==> config.mk <==
export PLATFORM = sky130hd
export DESIGN_NAME = ifu_prefetch_flat
export DESIGN_NICKNAME = d
export VERILOG_FILES = /design/src/rtl/ifu_prefetch_if.sv /design/src/rtl/ifu_prefetch.sv /design/src/flat_wrapper.sv
export SDC_FILE = /design/constraint.sdc
export NUM_CORES = 1
export LEC_CHECK = 0
export BUFFER_PORTS_ARGS = -buffer_cell sky130_fd_sc_hd__buf_2
export CAP_MARGIN = 20
export CORE_UTILIZATION = 50
export CTS_BUF_LIST = sky130_fd_sc_hd__clkbuf_4 sky130_fd_sc_hd__clkbuf_8 sky130_fd_sc_hd__clkbuf_16
export CTS_CLUSTER_DIAMETER = 30
export CTS_CLUSTER_SIZE = 24
export DETAILED_ROUTE_END_ITERATION = 6
export PLACE_DENSITY_LB_ADDON = 0.05
export SLEW_MARGIN = 15
export SYNTH_ARGS = -nofsm -noshare
export SYNTH_HDL_FRONTEND = slang
export SYNTH_SLANG_ARGS = --single-unit
==> constraint.sdc <==
create_clock -name clk -period 4.4 [get_ports clk]
set_clock_uncertainty 0.05 [all_clocks]
set_input_delay 0.66 -clock clk [delete_from_list [all_inputs] [get_ports clk]]
set_output_delay 0.66 -clock clk [all_outputs]
set_load 0.03 [all_outputs]
==> src/rtl/ifu_prefetch_if.sv <==
// Fetch-path bundle between the prefetch unit, instruction memory and core.
// master is the prefetch unit; slave is the memory/core side.
interface ifu_prefetch_if;
    logic        mem_req_valid;
    logic [31:0] mem_req_addr;
    logic        mem_req_ready;
    logic        mem_resp_valid;
    logic [31:0] mem_resp_data;
    logic        inst_valid;
    logic [31:0] inst_pc;
    logic [31:0] inst;
    logic        inst_ready;
    logic        redirect_valid;
    logic [31:0] redirect_pc;

    modport master (
        output mem_req_valid, mem_req_addr,
        input  mem_req_ready, mem_resp_valid, mem_resp_data,
        output inst_valid, inst_pc, inst,
        input  inst_ready, redirect_valid, redirect_pc
    );

    modport slave (
        input  mem_req_valid, mem_req_addr,
        output mem_req_ready, mem_resp_valid, mem_resp_data,
        input  inst_valid, inst_pc, inst,
        output inst_ready, redirect_valid, redirect_pc
    );
endinterface

==> src/rtl/ifu_prefetch.sv <==
// Credit-based instruction prefetcher: in-order request/response fetch into a
// DEPTH-entry {pc, word} FIFO, with redirect flush and stale-response discard.
module ifu_prefetch #(
    parameter int unsigned DEPTH    = 4,
    parameter logic [31:0] RESET_PC = 32'h8000_0000
) (
    input  logic           clk,
    input  logic           rst,
    ifu_prefetch_if.master bus
);
    localparam int unsigned PW      = $clog2(DEPTH);
    localparam int unsigned CW      = PW + 1;
    localparam logic [CW:0] DEPTH_W = (CW + 1)'(DEPTH);

    logic [31:0]   fetch_pc;
    logic          started;
    logic [CW-1:0] count;
    logic [CW-1:0] outstanding;
    logic [CW-1:0] stale;
    logic [PW-1:0] wr_ptr;
    logic [PW-1:0] rd_ptr;
    logic [PW-1:0] tag_wr;
    logic [PW-1:0] tag_rd;
    logic [31:0]   fifo_pc   [DEPTH];
    logic [31:0]   fifo_word [DEPTH];
    logic [31:0]   tag_pc    [DEPTH];

    logic          req_valid;
    logic          head_valid;
    logic          req_fire;
    logic          resp_take;
    logic          resp_drop;
    logic          push;
    logic          pop;
    logic [CW-1:0] out_next;

    // Credit covers both buffered and in-flight words, so every live response has room.
    assign req_valid  = started && (({1'b0, count} + {1'b0, outstanding}) < DEPTH_W);
    assign head_valid = (count != '0);

    assign req_fire  = req_valid && bus.mem_req_ready;
    assign resp_take = bus.mem_resp_valid && (outstanding != '0);
    assign resp_drop = resp_take && (stale != '0);
    assign push      = resp_take && !resp_drop && !bus.redirect_valid;
    assign pop       = head_valid && bus.inst_ready;
    assign out_next  = outstanding + CW'(req_fire) - CW'(resp_take);

    assign bus.mem_req_valid = req_valid;
    assign bus.mem_req_addr  = fetch_pc;
    assign bus.inst_valid    = head_valid;
    assign bus.inst_pc       = head_valid ? fifo_pc[rd_ptr]   : '0;
    assign bus.inst          = head_valid ? fifo_word[rd_ptr] : '0;

    always_ff @(posedge clk or negedge rst) begin
        if (!rst) begin
            fetch_pc    <= RESET_PC;
            started     <= 1'b0;
            count       <= '0;
            outstanding <= '0;
            stale       <= '0;
            wr_ptr      <= '0;
            rd_ptr      <= '0;
            tag_wr      <= '0;
            tag_rd      <= '0;
        end else begin
            started     <= 1'b1;
            outstanding <= out_next;
            if (req_fire)  tag_wr <= tag_wr + PW'(1);
            if (resp_take) tag_rd <= tag_rd + PW'(1);
            if (bus.redirect_valid) begin
                // Everything still in flight after this edge belongs to the old stream.
                fetch_pc <= bus.redirect_pc & 32'hFFFF_FFFC;
                count    <= '0;
                wr_ptr   <= '0;
                rd_ptr   <= '0;
                stale    <= out_next;
            end else begin
                if (req_fire)  fetch_pc <= fetch_pc + 32'd4;
                count <= count + CW'(push) - CW'(pop);
                if (push)      wr_ptr <= wr_ptr + PW'(1);
                if (pop)       rd_ptr <= rd_ptr + PW'(1);
                if (resp_drop) stale  <= stale - CW'(1);
            end
        end
    end

    always_ff @(posedge clk) begin
        if (req_fire) tag_pc[tag_wr] <= fetch_pc;
        if (push) begin
            fifo_pc[wr_ptr]   <= tag_pc[tag_rd];
            fifo_word[wr_ptr] <= bus.mem_resp_data;
        end
    end
endmodule

==> src/flat_wrapper.sv <==
// flat-port wrapper written by rule: the top's interface ports become plain ports
module ifu_prefetch_flat 
#(
    parameter int unsigned DEPTH    = 4,
    parameter logic [31:0] RESET_PC = 32'h8000_0000
)
  (clk, rst, bus_mem_req_valid, bus_mem_req_addr, bus_mem_req_ready, bus_mem_resp_valid, bus_mem_resp_data, bus_inst_valid, bus_inst_pc, bus_inst, bus_inst_ready, bus_redirect_valid, bus_redirect_pc);
  ifu_prefetch_if bus_i ();
  input  logic clk;
  input  logic rst;
  output wire logic [$bits(bus_i.mem_req_valid)-1:0] bus_mem_req_valid;
  output wire logic [$bits(bus_i.mem_req_addr)-1:0] bus_mem_req_addr;
  input wire logic [$bits(bus_i.mem_req_ready)-1:0] bus_mem_req_ready;
  input wire logic [$bits(bus_i.mem_resp_valid)-1:0] bus_mem_resp_valid;
  input wire logic [$bits(bus_i.mem_resp_data)-1:0] bus_mem_resp_data;
  output wire logic [$bits(bus_i.inst_valid)-1:0] bus_inst_valid;
  output wire logic [$bits(bus_i.inst_pc)-1:0] bus_inst_pc;
  output wire logic [$bits(bus_i.inst)-1:0] bus_inst;
  input wire logic [$bits(bus_i.inst_ready)-1:0] bus_inst_ready;
  input wire logic [$bits(bus_i.redirect_valid)-1:0] bus_redirect_valid;
  input wire logic [$bits(bus_i.redirect_pc)-1:0] bus_redirect_pc;
  assign bus_mem_req_valid = bus_i.mem_req_valid;
  assign bus_mem_req_addr = bus_i.mem_req_addr;
  assign bus_i.mem_req_ready = bus_mem_req_ready;
  assign bus_i.mem_resp_valid = bus_mem_resp_valid;
  assign bus_i.mem_resp_data = bus_mem_resp_data;
  assign bus_inst_valid = bus_i.inst_valid;
  assign bus_inst_pc = bus_i.inst_pc;
  assign bus_inst = bus_i.inst;
  assign bus_i.inst_ready = bus_inst_ready;
  assign bus_i.redirect_valid = bus_redirect_valid;
  assign bus_i.redirect_pc = bus_redirect_pc;
  ifu_prefetch #(.DEPTH(DEPTH), .RESET_PC(RESET_PC)) u_core (.clk(clk), .rst(rst), .bus(bus_i));
endmodule
==> load_flow_metrics.sql <==
INSERT INTO impl_metrics (metric_group, metric, value, unit) VALUES
('synth', 'synth.top_cells.by_count', '368 x sky130_fd_sc_hd__edfxtp_1, 92 x sky130_fd_sc_hd__mux4_2, 71 x sky130_fd_sc_hd__and2_1', ''),
('floorplan', 'die_area', '33600', 'um2'),
('sta', 'max-slew-margin-rel', '39.6', '%'),
('floorplan', 'core-area', '32500', 'um2'),
('synth', 'yosys_reg_bits', '416', ''),
('synth', 'yosys_warnings', '0', ''),
('sta', 'finalWorstPathRequiredPeriod', '3.43', 'ns'),
('synth', 'synth_enable_flop_cells', '368', ''),
('synth', 'synth.top_cell.area_share', '67.2', '%'),
('placement', 'placed_cells', '1433', ''),
('drt', 'route.detailed.vias_per_inst', '5.26', ''),
('finish', 'antenna_cells_inserted', '0', ''),
('floorplan', 'die-width', '183', 'um'),
('synth', 'post_synth.cell_area_avg', '19.3', 'um2'),
('clocking', 'clk_transition_reported_paths', '0.05', 'ns'),
('sta', 'hold_violations', '0', ''),
('floorplan', 'design.portCount', '168', ''),
('synth', 'netlist_area_before_placement', '16400', 'um2'),
('clocking', 'cts_buffer_depth', '3', ''),
('clocking', 'postCtsSetupBuffers', '0', ''),
('worst_setup_path', 'cp_data_arrival_time', '2.72', 'ns'),
('power', 'power.net_switching', '4.44', 'mW'),
('drt', 'drt_first_iter_violations', '397', ''),
('power', 'vdd_drop_max', '0.000343', 'V'),
('sta', 'rsz0062_at_grt', 'no', ''),
('job', 'drv.max_cap_violation_count', '0', ''),
('finish', 'area_growth_syn_to_layout', '29.1', '%'),
('synth', 'yosys.cell_count.top_type', 'sky130_fd_sc_hd__edfxtp_1', ''),
('synth', 'synth_largest_area_cell', 'sky130_fd_sc_hd__edfxtp_1', ''),
('placement', 'final_weighted_congestion_in_routability_driven_placement', '0.733', ''),
('synth', 'postSynth.asyncResetShare', '11.5', '%'),
('power', 'intPower', '11.2', 'mW'),
('sta', 'timing.fmax', '292', 'MHz'),
('drt', 'firstDrtPassIters', '5', ''),
('outcome', 'run_status', 'finished clean', ''),
('worst_setup_path', 'critPathMaxStageDelay', '0.75', 'ns'),
('worst_setup_path', 'critical_path.endpoint_type', 'primary output', ''),
('drt', 'drt_drc_violations_left', '0', ''),
('hold_path', 'hold_path.startpoint', 'bus_redirect_pc[12]', ''),
('power', 'share_comb_of_total_power', '20.5', '%'),
('clocking', 'tritoncts', 'built', ''),
('drt', 'detail_route.wl_per_cell', '20.1', 'um'),
('grt', 'grt_pass1_wl', '51.0', 'mm'),
('worst_setup_path', 'worstReg2RegEnd', 'u_core.bus.mem_req_addr[31]', ''),
('sta', 'min_period_over_period', '77.9', '%'),
('clocking', 'clock_sink_count', '416', ''),
('clocking', 'total_clock_buffers_created_by_cts', '94', ''),
('power', 'power_per_cell_area', '739', 'nW/um2'),
('finish', 'layout-drive-gt1-share', '38.8', '%'),
('worst_setup_path', 'path_cells', 'buf_12, mux4_2, and2_1, buf_2', ''),
('worst_setup_path', 'r2r_cells', '6', ''),
('power', 'seq_power_share', '32.9', '%'),
('power', 'p_sw_share', '28.3', '%'),
('synth', 'yosys-top-cells-area', 'sky130_fd_sc_hd__edfxtp_1 67%, sky130_fd_sc_hd__mux4_2 13%, sky130_fd_sc_hd__dfrtp_1 7.2%, sky130_fd_sc_hd__and2_1 2.7%, sky130_fd_sc_hd__xnor2_1 1.5%', ''),
('placement', 'detailedPlacementHpwl', '18.4', 'mm'),
('finish', 'final_core_utilization', '65.4', '%'),
('worst_setup_path', 'worstSetupStartpointType', 'flop', ''),
('synth', 'netlist_instances', '852', ''),
('clocking', 'clock_insertion_delay_worst_skew', '0.60', 'ns'),
('clocking', 'htreeDepth', '3', ''),
('grt', 'grt_overflow_total', '0', ''),
('synth', 'synthDistinctLibCells', '39', ''),
('clocking', 'hold_buffer_count_at_cts', '1', ''),
('power', 'power.leakage', '7.67', 'nW'),
('sta', 'finalSetupViolCount', '0', ''),
('finish', 'nNetsFinal', '1177', ''),
('finish', 'num-fill-cells', '2284', ''),
('worst_setup_path', 'reg2reg_slack', '1.43', 'ns'),
('worst_setup_path', 'cpMaxStageDelayCell', 'sky130_fd_sc_hd__dfrtp_4', ''),
('grt', 'number_of_global_route_vias_before_repair', '9068', ''),
('synth', 'dominantRegCellSynth', 'sky130_fd_sc_hd__edfxtp_1', '');
-- final cells by class --
cell class	instances	area, um2	share of cell area (%)
Tap cell	442	553	2.60
Sequential cell	416	12300	57.7
Inverter	20	75.1	0.354
Multi-Input combinational cell	375	3950	18.6
Clock buffer	103	2440	11.5
Timing Repair Buffer	181	1010	4.75
Clock inverter	74	952	4.48
-- through the flow --
step                      cell area (um2)  power, mW
after floorplan                     16500       7.50
after global placement              17800       8.48
after detailed placement            17800       8.51
after CTS                           21200       15.9
after global routing                21200       16.4
final                               21200       15.7
-- kinds of logic (layout without fill, tap and decap cells) --
family,after synthesis,in the layout,share of synthesized area (%)
muxes,98,98,13.0
DFF,416,416,74.5
xor gates and xnor gates,40,40,2.13
adders and majority gates,19,19,1.54
buffers and inverters,64,378,1.61
other,2,5,0.0457
AOI/OAI and AO/OA,35,35,1.11
and+or+nand+nor,178,178,6.09
-- sequential cells by signal, summed over array words and instances (netlist names) --
| register | cells |
|---|---|
| u_core.bus.mem_req_addr | 30 |
| u_core.count | 3 |
| u_core.fifo_pc | 120 |
| u_core.fifo_word | 128 |
| u_core.outstanding | 3 |
| u_core.rd_ptr | 2 |
| u_core.stale | 3 |
| u_core.started | 1 |
| u_core.tag_pc | 120 |
| u_core.tag_rd | 2 |
| u_core.tag_wr | 2 |
| u_core.wr_ptr | 2 |
-- worst max-delay path by stage --
stage / end / depth (start not counted)
2_1_floorplan: u_core.fifo_pc[0][10] / 4
3_3_place_gp: u_core.fifo_word[1][6] / 6
3_5_place_dp: u_core.fifo_word[1][9] / 6
4_1_cts: bus_inst_pc[29] / 4
5_1_grt: bus_inst_pc[29] / 4
6_report: bus_inst_pc[29] / 4
-- layer usage --
metal | GRT usage (%) | vias up | part of all wire, %
met3 | 4.65 | 31 | 5.5
li1 | - | 3836 | -
met5 | 0 | - | 0
met2 | 32.3 | 249 | 48
met4 | 7.43 | 0 | 1.4
met1 | 28.0 | 4364 | 45
-- power by group through the flow --
stage | Sequential, mW | Clock, mW | Combinational (mW)
6_report | 5.15 | 7.31 | 3.22
5_1_grt | 5.21 | 7.65 | 3.51
4_1_cts | 5.17 | 7.43 | 3.30
3_5_place_dp | 5.23 | 0 | 3.28
3_3_place_gp | 5.23 | 0 | 3.25
2_1_floorplan | 5.04 | 0 | 2.46
-- cell usage in the layout, fill, tap and decap left out, types with 13 or more instances in the layout --
| cell type | netlist | final |
|---|---|---|
| sky130_fd_sc_hd__inv_1 | 20 | 20 |
| sky130_fd_sc_hd__ha_1 | 17 | 17 |
| sky130_fd_sc_hd__xnor2_1 | 29 | 29 |
| sky130_fd_sc_hd__clkinv_2 | 0 | 20 |
| sky130_fd_sc_hd__dfrtp_1 | 47 | 43 |
| sky130_fd_sc_hd__and2_1 | 71 | 67 |
| sky130_fd_sc_hd__mux4_2 | 92 | 92 |
| sky130_fd_sc_hd__buf_2 | 1 | 161 |
| sky130_fd_sc_hd__clkbuf_16 | 0 | 95 |
| sky130_fd_sc_hd__clkinv_1 | 0 | 15 |
| sky130_fd_sc_hd__bufinv_16 | 0 | 20 |
| sky130_fd_sc_hd__o21ai_1 | 18 | 18 |
| sky130_fd_sc_hd__nand2_1 | 46 | 46 |
| sky130_fd_sc_hd__nor3_1 | 15 | 15 |
| sky130_fd_sc_hd__o21ai_0 | 13 | 13 |
| sky130_fd_sc_hd__edfxtp_1 | 368 | 368 |
| sky130_fd_sc_hd__buf_4 | 4 | 15 |
-- worst max-delay path: cells and delay by family, from the launching register on --
kind	cells	cell delay (ns)
DFF	1	0.75
muxes	1	0.59
and+or+nand+nor	1	0.18
buffers and inverters	2	0.56
No activity file was read; power rests on OpenSTA's default activity.
